--- src/rtl/demux_dispatch_pkg.sv ---
// Shared types and constants for the round-robin / fixed-target demux dispatcher.
// The optional transfer counters are enabled with DEMUX_DISPATCH_CNT_EN.
package demux_dispatch_pkg;

    typedef enum logic {
        ST_IDLE = 1'b0,
        ST_SEND = 1'b1
    } state_t;

    localparam logic MODE_RR    = 1'b0;
    localparam logic MODE_FIXED = 1'b1;

    localparam int CNT_W = 16;

endpackage

--- src/rtl/demux_rr_dispatch_onehot_dec.sv ---
// Select-to-one-hot decoder; all outputs low while disabled.
module onehot_dec #(
    parameter int N_OUT = 8,
    parameter int SEL_W = $clog2(N_OUT)
) (
    input  logic             en,
    input  logic [SEL_W-1:0] sel,
    output logic [N_OUT-1:0] onehot
);

    always_comb begin
        onehot = '0;
        if (en) begin
            onehot[sel] = 1'b1;
        end
    end

endmodule

--- src/rtl/demux_rr_dispatch.sv ---
// 1-to-N_OUT dispatcher: holds one source word and strobes it to a round-robin or fixed sink.
// Define DEMUX_DISPATCH_CNT_EN to add per-sink 16-bit transfer counters on xfer_cnt.
module demux_rr_dispatch
    import demux_dispatch_pkg::*;
#(
    parameter  int DATA_W = 8,
    parameter  int N_OUT  = 8,
    localparam int SEL_W  = $clog2(N_OUT)
) (
    input  logic              clk,
    input  logic              rst_n,
    input  logic              in_valid,
    input  logic [DATA_W-1:0] in_data,
    output logic              in_ready,
    input  logic              mode,
    input  logic [SEL_W-1:0]  cfg_sel,
    output logic [SEL_W-1:0]  sel,
    output logic [N_OUT-1:0]  out_valid,
    output logic [DATA_W-1:0] out_data,
    input  logic [N_OUT-1:0]  out_ready,
    output logic              busy
`ifdef DEMUX_DISPATCH_CNT_EN
    ,
    output logic [N_OUT*CNT_W-1:0] xfer_cnt
`endif
);

    // Valid/ready: a word moves on any cycle where valid and ready are both high at the
    // rising edge; the sender keeps valid and data stable until that happens.

    state_t            state_q, state_d;
    logic [SEL_W-1:0]  rr_ptr_q, rr_ptr_d;
    logic [SEL_W-1:0]  sel_q;
    logic [DATA_W-1:0] hold_q;
    logic              mode_q;
    logic              complete;
    logic              accept;

    assign busy     = (state_q == ST_SEND);
    assign complete = busy & out_ready[sel_q];
    assign in_ready = ~busy | complete;
    assign accept   = in_valid & in_ready;
    assign sel      = sel_q;
    assign out_data = hold_q;

    always_comb begin
        state_d  = state_q;
        rr_ptr_d = rr_ptr_q;
        if (complete && mode_q == MODE_RR) begin
            rr_ptr_d = rr_ptr_q + SEL_W'(1);
        end
        if (accept) begin
            state_d = ST_SEND;
        end else if (complete) begin
            state_d = ST_IDLE;
        end
    end

    // A word accepted on the completing edge targets the already-advanced pointer.
    always_ff @(posedge clk or negedge rst_n) begin
        if (!rst_n) begin
            state_q  <= ST_IDLE;
            rr_ptr_q <= '0;
            sel_q    <= '0;
            hold_q   <= '0;
            mode_q   <= MODE_RR;
        end else begin
            state_q  <= state_d;
            rr_ptr_q <= rr_ptr_d;
            if (accept) begin
                hold_q <= in_data;
                mode_q <= mode;
                sel_q  <= (mode == MODE_FIXED) ? cfg_sel : rr_ptr_d;
            end
        end
    end

    onehot_dec #(
        .N_OUT (N_OUT),
        .SEL_W (SEL_W)
    ) u_dec (
        .en     (busy),
        .sel    (sel_q),
        .onehot (out_valid)
    );

`ifdef DEMUX_DISPATCH_CNT_EN
    logic [CNT_W-1:0] cnt_q [N_OUT];

    always_ff @(posedge clk or negedge rst_n) begin
        if (!rst_n) begin
            for (int i = 0; i < N_OUT; i++) begin
                cnt_q[i] <= '0;
            end
        end else if (complete) begin
            cnt_q[sel_q] <= cnt_q[sel_q] + CNT_W'(1);
        end
    end

    always_comb begin
        xfer_cnt = '0;
        for (int i = 0; i < N_OUT; i++) begin
            xfer_cnt[i*CNT_W +: CNT_W] = cnt_q[i];
        end
    end
`endif

endmodule

--- config.mk ---
export PLATFORM = sky130hd
export DESIGN_NAME = demux_rr_dispatch
export DESIGN_NICKNAME = d
export VERILOG_FILES = /design/src/rtl/demux_dispatch_pkg.sv /design/src/rtl/demux_rr_dispatch_onehot_dec.sv /design/src/rtl/demux_rr_dispatch.sv
export SDC_FILE = /design/constraint.sdc
export NUM_CORES = 1
export LEC_CHECK = 0
export BUFFER_PORTS_ARGS = -buffer_cell sky130_fd_sc_hd__buf_4
export CAP_MARGIN = 20
export CORE_MARGIN = 2
export CORE_UTILIZATION = 30
export DETAILED_ROUTE_END_ITERATION = 12
export GPL_TIMING_DRIVEN = 0
export PLACE_DENSITY = 0.66
export SLEW_MARGIN = 20
export SYNTH_ARGS = -nofsm -noshare
export SYNTH_HDL_FRONTEND = slang
export SYNTH_HIERARCHICAL = 1
export SYNTH_SLANG_ARGS = --single-unit
--- constraint.sdc ---
create_clock -name clk -period 2.1 [get_ports clk]
set_clock_uncertainty 0.15 [all_clocks]
set_input_delay 0.42 -clock clk [delete_from_list [all_inputs] [get_ports clk]]
set_output_delay 0.42 -clock clk [all_outputs]
set_load 0.005 [all_outputs]
==> summary.md, run 1 <==
| Metric | Value |
|---|---|
| Status | `complete, no violations` |
| Initial DRC Count | `between 40 and 50` |
| Total number of cells along the worst setup path | `4` |
| Syn Nets | `between 90 and 100` |
| Row count | `20` |
| Area leader, netlist | `dfrtp_1` |
| Cts bufs inserted | `3` |
| Slew Limit Fails | `0` |
| Final Core Density | `between 40% and 50%` |
| Cells after DPL | `160` |
| Top Family by Delay on Critical Path | `flip-flops` |
| WP buf/inv | `1` |
| Final net count | `around 150` |
| Max Fclk | `just under 500 MHz` |
| Dpl ws | `-0.175 ns` |
| Share of cells above drive strength 1 | `roughly 68%` |
| Clock slew at reported path FFs | `about 0.090 ns` |
| Full die area | `about 3700 um^2` |
| Worst hold-check path type | `in2reg` |
| WL final | `approximately 2100 um` |
| Worst EP required | `approximately 1.5 ns` |
| Routed Antenna Nets | `0` |
| Root Driver | `clkbuf_4` |
| DRC | `0` |
| Avg Cell Area, Syn | `roughly 13 um^2` |
| Layout Cells excl Fill | `171` |
| Vias per cell | `between 4 and 5` |
| Layout Area Growth over Synthesis | `50.1%` |
| Reg2Reg Depth | `7` |
| DR pass1 iterations | `4` |
| Final hold vios | `0` |
| CTS max path bufs | `2` |
| Yosys cell types | `32` |
| Crit path DAT | `1.47 ns` |
| Die span in y | `roughly 61 um` |
| Pleak | `between 0.0006 and 0.0007 uW` |
| Total gr overflow | `0` |
| Clk sinks | `16` |
| DP HPWL | `between 1500 and 2000 um` |
| Die X | `60.8 um` |
| Startpoint types | `flip-flop` |
| Vias in the first global route | `795` |
| Vias after detailed routing | `slightly below 800` |
| Max_cap viols | `0` |
| Synth area leaders | `dfrtp_1, mux2_4, mux2_2` |
| Top-area cell type share of the netlist area | `between 40% and 50%` |
| GRT Util Overall | `roughly an eighth` |
| Yosys Warn Count | `6` |
| I/O pin cnt | `44` |
| Mapped Area | `about 970 um^2` |
| Initial core utilization | `between 30% and 40%` |
| Post-route clock period utilization | `between 90% and 100%` |
| Crit path cell chain | `mux2_4 -> o22ai_4 -> o21ai_4 -> buf_6` |
| Setup CP Type | `reg2out` |
| Crit end category | `output port` |
| Count of input and output buffers | `43` |
| Setup Viol. Count Final | `0` |
| Fillers | `between 300 and 400` |
| Synthesized instance count | `73` |
| First-pass GRT wire length | `roughly 3500 um` |
| FF+latch count, synth | `16` |
| Maximum vdd drop | `around 570 uV` |
| CP peak stage delay | `roughly 0.47 ns` |
| RePlAce Congestion | `~0.74` |
| Critical path's slowest cell | `dfrtp_2` |
| Max FO, Critical Path | `6` |
| Core box area | `3050 um^2` |
| Sequential share of the synthesized area | `between 40% and 50%` |
| # diodes | `0` |
| Register Area | `404 um^2` |
| Cell Pwr Density | `1390 nW/um^2` |
| Routed len/inst | `12.3 um` |
| Multi-input logic area | `547 um^2` |
| Final WS setup | `between 0.05 and 0.06 ns` |
| RSZ-0062 raised after global routing | `true` |
| Setup TNS | `0 ns` |
| Clock latency on the worst-skew pair | `around 0.28 ns` |
| Slew @ Worst Pin | `0.385 ns` |
| CTS tree | `yes` |
| Hold Path Depth | `2` |
| Initial antenna violation count | `0` |
| Slew Limit Headroom | `between 70% and 80%` |
| Tmin final | `2.04 ns` |
| Largest net degree at the start of global routing | `17` |
| H-tree depth | `1` |
cells in the final DEF (no fill, tap or decap), drive strengths merged:
| cell | count |
|---|---|
| a311oi | 1 |
| clkbuf | 4 |
| and2b | 1 |
| nand2b | 4 |
| ha | 1 |
| and4bb | 3 |
| or2 | 2 |
| nor4 | 2 |
| and4 | 1 |
| nand2 | 3 |
| nor3 | 2 |
| o31a | 3 |
| o21ai | 1 |
| buf | 51 |
| nand3 | 3 |
| o2bb2ai | 3 |
| a31o | 1 |
| and4b | 3 |
| mux2 | 11 |
| dlygate4sd3 | 1 |
| nor2b | 1 |
| mux2i | 2 |
| nor4b | 1 |
| or2b | 2 |
| a22o | 1 |
| dfrtp | 16 |
| o22ai | 1 |
| nor2 | 2 |
worst register-to-register path, cell delays in order (launching register included):
cell and delay (ns):
dfrtp_2 0.47, mux2_4 0.33, o22ai_4 0.19, o21ai_4 0.08, buf_4 0.17, nand2_4 0.09, buf_12 0.14, mux2_4 0.30
metal layers:
metal	routed length (um)	track usage, %	vias to the layer above	share of wire (%)
met5	0	0	-	0
met4	0	3.73	0	0
met3	201	4.26	0	9.6
met2	974	21.4	42	46
met1	928	15.1	355	44
li1	-	-	389	-
synthesized netlist by cell type (all sizes together):
master   instances
and4b            3
nor4b            1
o22ai            1
dfrtp           16
o21ai            1
ha               1
and4             1
buf              2
nand2b           4
nor2b            1
a311oi           1
nor4             2
a22o             1
o31a             3
nand3            3
nand2            3
and4bb           3
and2b            1
o2bb2ai          3
a31o             1
nor2             2
or2b             2
mux2            11
or2              2
nor3             2
mux2i            2
cells by family after synthesis:
| family | Yosys count | synth area share (%) |
|---|---|---|
| buf+inv | 2 | 2.72 |
| flops | 16 | 41.4 |
| compound gates | 11 | 13.2 |
| simple gates | 30 | 23.4 |
| mux | 13 | 18.0 |
| fa+ha+maj | 1 | 1.29 |
power breakdown:
group | internal [uW] | leakage [uW] | total, uW | switching, uW
clock network | 105 | 0.0000210 | 196 | 91.1
registers | 467 | 0.000187 | 607 | 140
logic | 756 | 0.000488 | 1210 | 456
stage by stage:
step	cell area, um^2	hold WS [ns]	power, uW
global route	1450	0.188	2190
detailed placement	1350	0.140	1710
global placement	1350	0.138	1680
floorplan	967	-0.0256	1290
CTS	1440	0.199	2020
finish	1450	0.216	2020
path summary, 6_finish.rpt:
check / start / end / slack (ns)
max reg2reg: sel[0] / out_data[7] / 0.08
min: in_data[2] / out_data[2] / 0.22
max in group asynchronous: rst_n / sel[2] / 1.24
min reg2reg: out_data[5] / out_data[5] / 0.37
max: sel[0] / in_ready / 0.06
min in group asynchronous: rst_n / out_data[6] / 0.37
flip-flops by register name, summed over array words and instances, names as in the netlist:
signal and flops:
mode_q 1, busy 1, rr_ptr_q 3, sel 3, out_data 8
timing repair:
item | CTS | global route
endpoints found under the hold margin | 16 | 0
hold buffers | 1 | 0
gates resized for setup | 4 | 2
setup endpoints to repair | 11 | 9
setup buffers | 7 | 0
pin swaps | 2 | 1
layout make-up:
| class | count | area share [%] |
|---|---|---|
| clock buffers | 4 | 2.50 |
| multi-input cells | 55 | 37.7 |
| repair buffers | 51 | 26.8 |
| plain buffers | 1 | 1.38 |
| flip-flops and latches | 16 | 27.8 |
| well taps | 44 | 3.79 |
Power figures use the tool's default switching activity.
==> inputs of run 2 (changes only) <==
- CTS_BUF_LIST: not set -> sky130_fd_sc_hd__clkbuf_4 sky130_fd_sc_hd__clkbuf_8
- MAX_ROUTING_LAYER: not set -> met4
- PLACE_DENSITY: 0.66 -> 0.59
==> summary.md, run 2 (synthesis gave the netlist of run 1 again) <==
| Metric | Value |
|---|---|
| Status | `complete, no violations` |
| RSZ-0062 raised after global routing | `true` |
| CTS max path bufs | `2 (unchanged)` |
| Layout Area Growth over Synthesis | `51.6%` |
| Reg-to-Reg End | `out_data[2]` |
| H-tree depth | `1 (unchanged)` |
| Slew Limit Fails | `0 (unchanged)` |
| GRT Util Overall | `12.7% (+0.12 points)` |
| Reg2Reg Depth | `7 (unchanged)` |
| Fillers | `304 (+1.0%)` |
| Slew Limit Headroom | `74.9% (+0.57 points)` |
| Hold Path Sink | `out_data[6]` |
| Initial antenna violation count | `0 (unchanged)` |
| Final net count | `154 (+1.3%)` |
| Worst hold-check path type | `in2reg` |
| WL final | `2230 um (+5.9%)` |
| Largest register FFs | `8 (unchanged)` |
| Layout Cells excl Fill | `173 (+1.2%)` |
| I/O pin cnt | `44 (unchanged)` |
| Final hold vios | `0 (unchanged)` |
| Min-delay src | `in_data[6]` |
| Tmin final | `2.09 ns (+0.0434 ns)` |
| Crit end category | `output port` |
| Count of input and output buffers | `43 (unchanged)` |
| Routed len/inst | `12.9 um (+4.7%)` |
| Cells after DPL | `160 (unchanged)` |
| DRC | `0 (unchanged)` |
| Vias in the first global route | `790 (-0.63%)` |
| Cts bufs inserted | `3 (unchanged)` |
| Max Fclk | `479 MHz (-2.1%)` |
| # diodes | `0 (unchanged)` |
| Total gr overflow | `0 (unchanged)` |
| Cell area after layout | `1470 um^2 (+1.0%)` |
| DP HPWL | `1620 um (-0.55%)` |
| CTS tree | `yes` |
| Clock slew at reported path FFs | `0.09 ns (about the same)` |
| Vias per cell | `4.68 (+1.9%)` |
| Setup Viol. Count Final | `0 (unchanged)` |
| Pleak | `0.000706 uW (+1.4%)` |
| Startpoint types | `flip-flop` |
| Max_cap viols | `0 (unchanged)` |
| Multi-input logic area | `547 um^2 (unchanged)` |
| Clock latency on the worst-skew pair | `0.28 ns (about the same)` |
| Row count | `20 (unchanged)` |
| Reg2reg start | `sel[0]` |
| Clock share of power | `9.7% (about the same)` |
| Most frequent cells in the layout | `buf_4, dfrtp_1, mux2_4` |
| Setup CP Type | `reg2out` |
| R2R setup slack | `0.04 ns (-0.04 ns)` |
| Core box area | `3050 um^2 (unchanged)` |
| Die span in y | `60.8 um (unchanged)` |
| Register share of total power | `29.9% (-0.2 points)` |
| Vias after detailed routing | `810 (+3.1%)` |
| Slew @ Worst Pin | `0.377 ns (-0.00852 ns)` |
| Initial DRC Count | `13 (-70%)` |
| Clk sinks | `16 (unchanged)` |
| Initial core utilization | `31.7% (unchanged)` |
| Full die area | `3690 um^2 (unchanged)` |
| Worst EP required | `1.53 ns (about the same)` |
| Die X | `60.8 um (unchanged)` |
| First-pass GRT wire length | `3340 um (-3.6%)` |
| Largest net degree at the start of global routing | `17 (unchanged)` |
| Sw Pwr | `703 uW (+2.3%)` |
| Max FO, Critical Path | `6 (unchanged)` |
| Crit path DAT | `1.52 ns (+0.05 ns)` |
| Routed Antenna Nets | `0 (unchanged)` |
| Pint | `1350 uW (+1.3%)` |
| Commonest non-fill, non-tap cell in the layout | `buf_4` |
| Area after DPL | `1350 um^2 (unchanged)` |
| Cell Pwr Density | `1400 nW/um^2 (+0.64%)` |
| RePlAce Congestion | `0.789 (+6.7%)` |
| Comb pwr share | `60.4% (+0.2 points)` |
| Root Driver | `clkbuf_4` |
| Post-route clock period utilization | `99.3% (+2.1 points)` |
| Share of cells above drive strength 1 | `68.2% (+0.50 points)` |
| Hold Path Depth | `2 (unchanged)` |
| Switching share of total power | `34.3% (+0.22 points)` |
| DR pass1 iterations | `3 (-1)` |
| Design Power | `2050 uW (+1.7%)` |
| Maximum vdd drop | `500 uV (-12%)` |
| Register Area | `404 um^2 (unchanged)` |
[run 2: power groups by stage]
stage / logic (uW) / clock network [uW] / registers (uW)
after floorplan: 680 / 0 / 612
after global placement: 1050 / 0 / 632
after detailed placement: 1070 / 0 / 639
after CTS: 1200 / 207 / 608
after global routing: 1330 / 220 / 643
final: 1240 / 199 / 613
[run 2: through the flow]
step / TNS (ns) / hold slack (ns) / utilization (%) / worst slack [ns]
after floorplan: 0 / -0.0256 / - / 0.00243
after global placement: -0.822 / 0.139 / 44.1 / -0.118
after global routing: -0.199 / 0.200 / 48.0 / -0.0564
after CTS: -0.0199 / 0.201 / 47.0 / -0.0199
final: 0 / 0.211 / 48.0 / 0.0145
after detailed placement: -1.25 / 0.139 / 44.1 / -0.161
[run 2: worst max-delay path, stage by stage, from the launching register on]
cell     delay [ns]
dfrtp_2        0.47
mux2_4         0.33
o22ai_4        0.21
o21ai_4        0.09
buf_6          0.13
[run 2: metal layers]
layer,vias up,share of wire [%],track usage (%)
met5,-,0,-
met4,0,1.3,7.14
met3,4,7.3,1.92
met2,39,48,21.2
met1,375,43,14.4
li1,392,-,-
[run 2: timing repair]
| item | CTS | global route |
|---|---|---|
| pin swaps | 2 | 2 |
| setup endpoints to repair | 11 | 9 |
| hold endpoints to repair | 16 | 0 |
| gates resized for setup | 5 | 1 |
| buffers inserted | 4 | 5 |
| hold buffers | 1 | 0 |
[run 2: worst max-delay path by stage]
| stage | end | slack, ns | start |
|---|---|---|---|
| after floorplan | mode_q | 0.002 | sel[0] |
| after global placement | mode_q | -0.12 | sel[0] |
| after detailed placement | out_data[1] | -0.16 | sel[0] |
| after CTS | in_ready | -0.02 | sel[0] |
| after global routing | in_ready | -0.06 | sel[0] |
| final | in_ready | 0.01 | sel[0] |
[run 2: cell type report]
type                            count  area share (%)
Timing Repair Buffer               53            27.6
Buffer                              1            1.37
Clock buffer                        4            2.47
Multi-Input combinational cell     55            37.3
Sequential cell                    16            27.6
Tap cell                           44            3.75
==> inputs of run 3 (changes only) <==
- CORE_UTILIZATION: 30 -> 43
- PLACE_DENSITY: 0.59 -> 0.79
==> summary.md, run 3 (synthesis gave the netlist of run 1 again) <==
| Metric | Value |
|---|---|
| I/O pin cnt | `44 (unchanged)` |
| Critical path's slowest cell | `dfrtp_2` |
| Pint | `1320 uW (-1.6%)` |
| Clock slew at reported path FFs | `0.09 ns (about the same)` |
| Core box area | `2170 um^2 (-29%)` |
| Max FO, Critical Path | `6 (unchanged)` |
| Slew @ Worst Pin | `0.370 ns (-0.00715 ns)` |
| DR pass1 iterations | `4 (+1)` |
| Die span in y | `51.4 um (-15%)` |
| Startpoint types | `flip-flop` |
| Worst Setup SP | `sel[0]` |
| Max_cap viols | `0 (unchanged)` |
| WP buf/inv | `1 (unchanged)` |
| DP HPWL | `1540 um (-5.1%)` |
| Sw Pwr | `676 uW (-3.9%)` |
| Reg-to-Reg End | `mode_q` |
| CTS tree | `yes` |
| GRT Util Overall | `16.9% (+4.3 points)` |
| Worst hold-check path type | `in2reg` |
| Largest net degree at the start of global routing | `17 (unchanged)` |
| Die X | `51.4 um (-15%)` |
| Layout Area Growth over Synthesis | `47.7%` |
| Final net count | `152 (-1.3%)` |
| Cell Pwr Density | `1400 nW/um^2 (+0.16%)` |
| Area after DPL | `1330 um^2 (-1.5%)` |
| Comb pwr share | `59.6% (-0.8 points)` |
| R2R setup slack | `0.07 ns (+0.03 ns)` |
| Routed Antenna Nets | `0 (unchanged)` |
| Setup TNS | `0 ns (unchanged)` |
| Register share of total power | `30.7% (+0.8 points)` |
| Root Driver | `clkbuf_4` |
| Tmin final | `2.05 ns (-0.0352 ns)` |
| Status | `complete, no violations` |
| Max Fclk | `488 MHz (+1.7%)` |
| Cts bufs inserted | `3 (unchanged)` |
| Switching share of total power | `33.8% (-0.51 points)` |
| Routed len/inst | `13.1 um (+1.9%)` |
| CTS max path bufs | `2 (unchanged)` |
| First-pass GRT wire length | `3340 um (unchanged)` |
| Total number of cells along the worst setup path | `4 (unchanged)` |
| Cell area after layout | `1430 um^2 (-2.6%)` |
| Hold Slack | `0.219 ns (+0.00866 ns)` |
| Crit path cell chain | `mux2_4 -> o22ai_4 -> o21ai_4 -> buf_6` |
| Most frequent cells in the layout | `buf_4, dfrtp_1, mux2_4` |
| Clk sinks | `16 (unchanged)` |
| Vias after detailed routing | `783 (-3.3%)` |
| Row count | `17 (-15%)` |
| Clock share of power | `9.7% (about the same)` |
| Top Family by Delay on Critical Path | `flip-flops` |
| Final hold vios | `0 (unchanged)` |
| Initial core utilization | `44.6% (+13 points)` |
| Total gr overflow | `0 (unchanged)` |
| Commonest non-fill, non-tap cell in the layout | `buf_4` |
| Pleak | `0.000699 uW (-0.96%)` |
| Vias in the first global route | `790 (unchanged)` |
| Largest register FFs | `8 (unchanged)` |
| Crit path DAT | `1.48 ns (-0.04 ns)` |
| Design Power | `2000 uW (-2.4%)` |
| Setup CP Type | `reg2out` |
| Vias per cell | `5.05 (+7.9%)` |
| CP Capture Point | `in_ready` |
| Reg2Reg Depth | `7 (unchanged)` |
| Initial antenna violation count | `0 (unchanged)` |
| DRC | `0 (unchanged)` |
| CP peak stage delay | `0.48 ns (about the same)` |
| Count of input and output buffers | `43 (unchanged)` |
| Share of cells above drive strength 1 | `66.9% (-1.3 points)` |
| Slew Limit Headroom | `75.1% (+0.25 points)` |
| Final Core Density | `65.9% (+18 points)` |
| WL final | `2030 um (-8.7%)` |
| Slew Limit Fails | `0 (unchanged)` |
| Setup Viol. Count Final | `0 (unchanged)` |
| RSZ-0062 raised after global routing | `true` |
| Crit end category | `output port` |
| RePlAce Congestion | `0.704 (-11%)` |
| Maximum vdd drop | `910 uV (+82%)` |
| Clock latency on the worst-skew pair | `0.27 ns (about the same)` |
| # diodes | `0 (unchanged)` |
| Reg2reg start | `sel[0]` |
| Full die area | `2640 um^2 (-28%)` |
| Post-route clock period utilization | `97.6% (-1.7 points)` |
| Worst EP required | `1.53 ns (about the same)` |
| H-tree depth | `1 (unchanged)` |
| Initial DRC Count | `3 (-10)` |
run 3: cell type report:
cell class / count / area (um^2)
fill: 169 / 741
multi-input combinational: 55 / 544
sequential: 16 / 404
timing repair buffer: 51 / 389
clock buffer: 4 / 36.3
tap: 28 / 35.0
buffer: 1 / 20.0
run 3: per-layer routing:
metal  vias to the layer above  global-route usage [%]  part of all wire [%]
met5                         -                       -                     0
met4                         0                    3.95                     0
met3                         0                    2.34                   6.8
met2                        36                    32.1                    52
met1                       358                    18.6                    41
li1                        389                       -                     -
run 3: metrics by stage:
stage	setup slack (ns)	instances
2_1_floorplan	0.00243	73
3_3_place_gp	-0.106	144
3_5_place_dp	-0.144	144
4_1_cts	0.00445	152
5_1_grt	-0.0280	155
6_report	0.0496	155
run 3: repair_timing:
| action | 4_1_cts | 5_1_grt |
|---|---|---|
| resized for setup | 4 | 2 |
| endpoints found under the setup margin | 10 | 8 |
| hold buffers | 1 | 0 |
| pin swaps | 2 | 0 |
| hold endpoints to repair | 16 | 0 |
| setup buffers | 4 | 3 |
run 3: worst min path at each step:
stage               startpoint          end  cells past startpoint
floorplan                rst_n         busy                      0
global placement         rst_n  out_data[0]                      1
detailed placement       rst_n  out_data[0]                      1
CTS                 in_data[7]  out_data[7]                      2
global route        in_data[1]  out_data[1]                      2
finish              in_data[3]  out_data[3]                      2
run 3: worst register-to-register path, cell delays in order, from the launching register on:
cell and delay [ns]:
dfrtp_2 0.48, mux2_4 0.33, o22ai_4 0.18, o21ai_4 0.08
buf_4 0.17, nand2_4 0.09, buf_12 0.14, mux2_4 0.30
run 3: power by group through the flow:
| stage | registers [uW] | logic [uW] | clock network [uW] |
|---|---|---|---|
| floorplan | 612 | 680 | 0 |
| global placement | 628 | 1040 | 0 |
| detailed placement | 640 | 1070 | 0 |
| CTS | 626 | 1140 | 199 |
| global route | 640 | 1300 | 219 |
| finish | 615 | 1190 | 194 |
